===== config.mk =====
export PLATFORM = sky130hd
export DESIGN_NAME = clock_gen_multi
export DESIGN_NICKNAME = d
export VERILOG_FILES = /design/src/rtl/clock_gen_multi.sv
export SDC_FILE = /design/constraint.sdc
export NUM_CORES = 1
export LEC_CHECK = 0
export CORE_ASPECT_RATIO = 0.9
export CORE_UTILIZATION = 60
export DETAILED_ROUTE_END_ITERATION = 12
export PLACE_DENSITY = 0.8
export SYNTH_ARGS = -nofsm -noshare
export SYNTH_HDL_FRONTEND = slang
export SYNTH_SLANG_ARGS = --single-unit

===== constraint.sdc =====
create_clock -name Clock_5K -period 6.8 [get_ports Clock_5K]
set_clock_uncertainty 0.15 [all_clocks]
set_input_delay 1.02 -clock Clock_5K [delete_from_list [all_inputs] [get_ports Clock_5K]]
set_output_delay 1.02 -clock Clock_5K [all_outputs]
set_load 0.02 [all_outputs]

===== src/rtl/clock_gen_multi.sv =====
// Multi-channel programmable clock divider off the 5 kHz system clock.
// Each channel can run on its own or be cascaded from the registered Tick of the channel below it.
module clock_gen_multi #(
    parameter int N_CH  = 2,
    parameter int CNT_W = 16,
    parameter int DIV0  = 5,
    parameter int DIVN  = 5000
) (
    input  logic              Clock_5K,
    input  logic              Reset,
    input  logic [N_CH-1:0]   En,
    input  logic [N_CH-1:0]   Mode,
    input  logic [N_CH-1:0]   Casc,
    input  logic              Sync_Clr,
    input  logic              Load,
    input  logic [2:0]        Load_Ch,
    input  logic [CNT_W-1:0]  Load_Div,
    output logic [N_CH-1:0]   Clk_Out,
    output logic [N_CH-1:0]   Tick
);

    localparam logic [CNT_W-1:0] ONE = CNT_W'(1);

    for (genvar k = 0; k < N_CH; k++) begin : g_ch
        localparam logic [2:0]       CH_IDX  = 3'(k);
        localparam logic [CNT_W-1:0] DIV_RST = (k == 0) ? CNT_W'(DIV0) : CNT_W'(DIVN);

        logic [CNT_W-1:0] div_r;
        logic [CNT_W-1:0] cnt_r;
        logic             tick_r;
        logic             clk_r;
        logic             casc_ok;
        logic             load_hit;
        logic             adv;
        logic             at_end;
        logic [CNT_W-1:0] cnt_nxt;

        if (k == 0) begin : g_first
            // Channel 0 has no upstream channel, so its Casc bit never gates it.
            assign casc_ok = !Casc[0] || 1'b1;
        end else begin : g_casc
            assign casc_ok = !Casc[k] || Tick[k-1];
        end

        assign load_hit = Load && (Load_Ch == CH_IDX);
        assign adv      = En[k] && casc_ok && (div_r != '0);
        // Only consulted when adv is set, so div_r is at least 1 here.
        assign at_end   = (cnt_r == div_r - ONE);
        assign cnt_nxt  = at_end ? '0 : cnt_r + ONE;

        always_ff @(posedge Clock_5K or negedge Reset) begin
            if (!Reset) begin
                div_r  <= DIV_RST;
                cnt_r  <= '0;
                tick_r <= 1'b0;
                clk_r  <= 1'b0;
            end else begin
                if (load_hit) begin
                    div_r <= Load_Div;
                end
                if (Sync_Clr || load_hit || div_r == '0) begin
                    cnt_r  <= '0;
                    tick_r <= 1'b0;
                    clk_r  <= 1'b0;
                end else if (!En[k]) begin
                    tick_r <= 1'b0;
                end else if (adv) begin
                    cnt_r  <= cnt_nxt;
                    tick_r <= at_end;
                    clk_r  <= Mode[k] ? at_end : (cnt_nxt >= (div_r >> 1));
                end else begin
                    // Enabled but waiting on the upstream tick.
                    tick_r <= 1'b0;
                    clk_r  <= Mode[k] ? 1'b0 : (cnt_r >= (div_r >> 1));
                end
            end
        end

        assign Tick[k]    = tick_r;
        assign Clk_Out[k] = clk_r;
    end

endmodule

**After elaboration in Yosys (flattened, before gate mapping)**

Index checks and enable logic that the tools add are counted.

- Logic and storage cells: 65
- Register bits: 68

- Reductions and logical operators: 22
- Equality and inequality tests: 3
- Mux-type cells: 24
- Order comparisons: 4
- $add $sub $neg: 4

Operators with widths:

| kind | number |
|---|---|
| two-way mux 16 bit | 8 |
| greater-or-equal comparator 16 x 15 -> 1 bit | 4 |
| adder 16 x 1 -> 16 bit, second input constant | 2 |
| == test 16 bit | 2 |
| logical NOT 16 bit | 2 |
| nonzero test 16 bit | 2 |
| subtractor 16 x 1 -> 16 bit, second input constant | 2 |
| two-way mux 1 bit | 16 |
| nonzero test 2 bit | 4 |
| logical AND 1 bit | 5 |
| logical OR 1 bit | 5 |
| AND reduction 2 bit | 2 |
| == test 3 x 1 -> 1 bit, second input constant | 1 |
| logical NOT 3 bit | 1 |
| logical NOT 1 bit | 1 |

**Depth between registers and ports, before layout**

- Depth in word-level cells: 8
- Gate-level depth with buffers: 19
- Gate-level depth less buffers: 18

**Worst setup path after synthesis**

Ideal clock, no wire load.

- Path type: reg-to-reg
- Start point: register g_ch[0].div_r[1]
- End point: register g_ch[0].clk_r
- Data arrival time: 4.201 ns
- Buffers on the path: 2
- Slack: 2.315 ns
- Data required time: 6.516 ns
- Library setup time: 0.134 ns
- Cell stages (with the launch flop): 20
- Period minus slack after synthesis: 4.485 ns
- Cell sequence: dfrtp_1 -> inv_1 -> ha_1 -> or4b_4 -> or4_4 -> a21o_1 -> nand3_1 -> o22ai_1 -> nor3_2 -> buf_2 -> buf_2 -> nor2_1 -> ha_1 -> a211oi_1 -> nor2_1 -> o31a_1 -> o21ai_0 -> a31oi_1 -> a2111oi_0 -> o21ai_1

- Cells in the longest elaborated chain, start to end: 8
- Elaborated cells between the ends (all ways): 15
- Those cells by class: add/sub (1); order compare (2); eq/ne (1); mux (6); reduce/logical (5)

Ends and longest elaborated chain:

| element | RTL line | source |
|---|---|---|
| start: declaration | 28 | `logic [CNT_W-1:0] div_r;` |
| start signal: assignment | 59 | `div_r <= Load_Div;` |
| subtractor 16 x 1 -> 16 bit | 48 | `assign at_end = (cnt_r == div_r - ONE);` |
| == test 16 bit | 48 |  |
| two-way mux 16 bit | 49 | `assign cnt_nxt = at_end ? '0 : cnt_r + ONE;` |
| greater-or-equal comparator 16 x 15 -> 1 bit | 70 | `clk_r <= Mode[k] ? at_end : (cnt_nxt >= (div_r >> 1));` |
| two-way mux 1 bit | 70 |  |
| two-way mux 1 bit | 67 | `end else if (adv) begin` |
| two-way mux 1 bit | 65 | `end else if (!En[k]) begin` |
| two-way mux 1 bit | 61 | `if (Sync_Clr \|\| load_hit \|\| div_r == '0) begin` |
| end signal: assignment | 70 |  |
| end signal: assignment | 74 | `clk_r <= Mode[k] ? 1'b0 : (cnt_r >= (div_r >> 1));` |
| end: declaration | 31 | `logic clk_r;` |

Several ways; a longest one is shown, not always the timed one. The select of a mux whose other input is x is not followed.
A chain may end at the register's enable or synchronous reset.

**Worst setup path in the final report**

Same ends and word-level chain as after synthesis.

==> impl_metrics.env <==
export IMPL_syn_area_sq_um=5690
export IMPL_critPathRequiredTime_ps=6880
export IMPL_worstSetupEndpointType="register"
export IMPL_critPathLaunchType="register"
export IMPL_r2r_end="g_ch[0].clk_r$_DFFE_PN0P_"
export IMPL_post_route_cells_drive_above_1_share=0.0545
export IMPL_numCtsBuffers=9
export IMPL_wl_per_cell_um=16.7
export IMPL_grt_max_degree=69
export IMPL_clkLatencyLatePin_ps=350
export IMPL_synth_top_area_cell="dfrtp_1"
export IMPL_antenna_found_initial=0
export IMPL_p_per_area_nw_per_um2=192
export IMPL_path_max_fanout=14
export IMPL_grt_pass1_vias=4786
export IMPL_tns_ps=0
export IMPL_maxCapViolCount=0
export IMPL_syn_area_per_cell_sq_um=8.28
export IMPL_clockBufferDepth=2
export IMPL_yosys_warnings=0
export IMPL_endpoint="g_ch[0].clk_r$_DFFE_PN0P_"
export IMPL_postCtsHoldBufs=0
export IMPL_worst_slew_pin_slew_ps=950
export IMPL_grt_overflow_total=0
export IMPL_fillerInstances=778
export IMPL_fin_crit_sh=0.737
export IMPL_post_cts_buffers=0
export IMPL_cts_htree_levels=3
export IMPL_hold_viol_final=0
export IMPL_maxSlewHeadroom=0.364
export IMPL_cts_tree="yes"
export IMPL_synth_flop_cell="dfrtp_1"
export IMPL_max_freq_mhz=199
export IMPL_numPortBuffers=31
export IMPL_fin_crit_ps=5010
export IMPL_post_cts_resized=0
export IMPL_area_growth_pct=9.37
export IMPL_start_util=0.620
export IMPL_critPathLaunch="g_ch[0].div_r[1]$_DFFE_PN0P_"
export IMPL_place_congestion=0.915
export IMPL_layout_nets=772
export IMPL_vias=5090
export IMPL_worstSetupPathType="reg -> reg"
export IMPL_die_h_um=94.4
export IMPL_hold_path_class="reg -> reg"
export IMPL_synth_seq_cells=68
export IMPL_rsz0062_at_grt="no"
export IMPL_synth_edff_count=0
export IMPL_synthArstFlopShare=1.00
export IMPL_firstDrtPassIters=5
export IMPL_p_leak_nw=2.76
export IMPL_cts_root_buffer="clkbuf_8"
export IMPL_outcome="finished clean"
export IMPL_r2r_cells=16
export IMPL_grt_pass1_wl_um=23200
export IMPL_routed_wirelength_um=13700
export IMPL_worstPathArrival_ps=5090
export IMPL_synth_fp_nets=765
export IMPL_synth_area_leaders="dfrtp_1 (27%), ha_1 (11%), o21ai_0 (6.6%)"
export IMPL_drc=0
export IMPL_ir_drop_mv=0.171
export IMPL_io_pins=33
export IMPL_drtAntennaViolNets=0
export IMPL_grt_usage=0.292
export IMPL_final_max_slew_viol_count=0
export IMPL_fp_dieArea_sq_um=9870
export IMPL_core_sq_um=9170
export IMPL_ys_types=67
export IMPL_dp_hpwl_um=10100
export IMPL_yosysTopAreaCellShare=0.268
export IMPL_dieWidth_um=105
export IMPL_antennaDiodeCount=0
export IMPL_ys_seq_area_frac=0.301
export IMPL_drtIter0Drc=286
export IMPL_vias_per_cell=6.21
export IMPL_setup_viol=0
export IMPL_cts_sinks=68
export IMPL_post_synth_inst_count=687
export IMPL_core_rowCount=33
export IMPL_timing_rr_start="g_ch[0].div_r[1]$_DFFE_PN0P_"
export IMPL_reg2reg_slack_ps=1790
export IMPL_cts_clk_slew_worst_paths_ps=70
export IMPL_finalPower_mw=1.19
## flip-flops by register name, summed over array words and instances (netlist names)
register and cells:
g_ch.tick_r 2, g_ch.clk_r 2, g_ch.cnt_r 32, g_ch.div_r 32
## synthesized netlist by cell type, drive strengths merged (5+ instances only)
cell / instances
a211oi: 7
a21o: 8
a21oi: 24
a32o: 14
and3: 27
and4: 5
buf: 10
clkbuf: 31
dfrtp: 61
dfstp: 7
ha: 49
inv: 42
mux2i: 5
nand2: 59
nand2b: 6
nand3: 16
nand3b: 15
nand4: 9
nor2: 49
nor2b: 7
nor3: 19
nor3b: 9
nor4: 9
o21a: 5
o21ai: 77
or3: 9
xnor2: 36
xor2: 25
## logic make-up (layout without fill, tap and decap cells)
| family | after synthesis | after routing | synth area share |
|---|---|---|---|
| AO/OA/AOI/OAI | 167 | 167 | 0.186 |
| XOR/XNOR | 61 | 61 | 0.0940 |
| adder cells (fa/ha/maj) | 49 | 49 | 0.108 |
| buffers and inverters | 83 | 93 | 0.0596 |
| flip-flops | 68 | 68 | 0.301 |
| multiplexers | 5 | 5 | 0.00880 |
| AND/OR/NAND/NOR | 254 | 254 | 0.243 |
## power by group
part / internal [mW] / switching, mW
Clock: 0.185 / 0.157
Combinational: 0.142 / 0.197
Sequential: 0.452 / 0.0615
Total: 0.780 / 0.415
## placed cells by master (no fill, tap or decap), drive strengths merged, types with 6 or more instances in the layout
cell type / count
a211oi: 7
a21o: 8
a21oi: 24
a32o: 14
and3: 27
buf: 7
clkbuf: 12
clkdlybuf4s50: 30
dfrtp: 61
dfstp: 7
ha: 49
inv: 42
nand2: 59
nand2b: 6
nand3: 16
nand3b: 15
nand4: 9
nor2: 49
nor2b: 7
nor3: 19
nor3b: 9
nor4: 9
o21ai: 77
or3: 9
xnor2: 36
xor2: 25
## stage by stage
step | util | worst slack [ps] | instance area (sq um) | hold WS [ps] | std cells
after floorplan | - | 2320 | 5690 | 335 | 687
after global placement | 0.658 | 2000 | 6030 | 365 | 805
after detailed placement | 0.658 | 1900 | 6030 | 397 | 805
after CTS | 0.678 | 1870 | 6220 | 413 | 819
after global routing | 0.678 | 1510 | 6220 | 453 | 819
final | 0.678 | 1790 | 6220 | 408 | 819
## metal layers
metal,routed length [um],vias up,GRT usage
li1,-,2474,-
met1,6600,2444,0.407
met2,6190,151,0.470
met3,683,21,0.0449
met4,213,0,0.0915
met5,0,-,0
## layout make-up
type,instances,area [sq um],area share
multi-input combinational,536,3660,0.588
sequential,68,1710,0.275
timing repair buffer,37,350,0.0563
inverter,42,158,0.0254
clock buffer,12,155,0.0249
tap,122,153,0.0245
clock inverter,2,35.0,0.00563
## worst max-delay path, cell delays in order (launching register included)
cell and delay [ps]:
dfrtp_1 410, inv_1 80, ha_1 200, or4b_4 530, or4_4 460, nor4b_2 270, o22ai_1 150, nor3_2 690
nor2_1 100, ha_1 320, a211oi_1 250, nor2_1 70, o31a_1 280, o21ai_0 220, a31oi_1 110, a2111oi_0 420
o21ai_1 140
## how the worst min path moves through the flow
| stage | startpoint | end | slack (ps) | cells after the start |
|---|---|---|---|---|
| 2_1_floorplan | g_ch[0].clk_r$_DFFE_PN0P_ | g_ch[0].clk_r$_DFFE_PN0P_ | 340 | 2 |
| 3_3_place_gp | g_ch[0].clk_r$_DFFE_PN0P_ | g_ch[0].clk_r$_DFFE_PN0P_ | 360 | 2 |
| 3_5_place_dp | g_ch[0].div_r[0]$_DFFE_PN1P_ | g_ch[0].div_r[0]$_DFFE_PN1P_ | 400 | 2 |
| 4_1_cts | g_ch[0].div_r[0]$_DFFE_PN1P_ | g_ch[0].div_r[0]$_DFFE_PN1P_ | 410 | 2 |
| 5_1_grt | g_ch[0].div_r[0]$_DFFE_PN1P_ | g_ch[0].div_r[0]$_DFFE_PN1P_ | 450 | 2 |
| 6_report | g_ch[0].div_r[0]$_DFFE_PN1P_ | g_ch[0].div_r[0]$_DFFE_PN1P_ | 410 | 2 |
No activity file was read; power rests on OpenSTA's default activity.
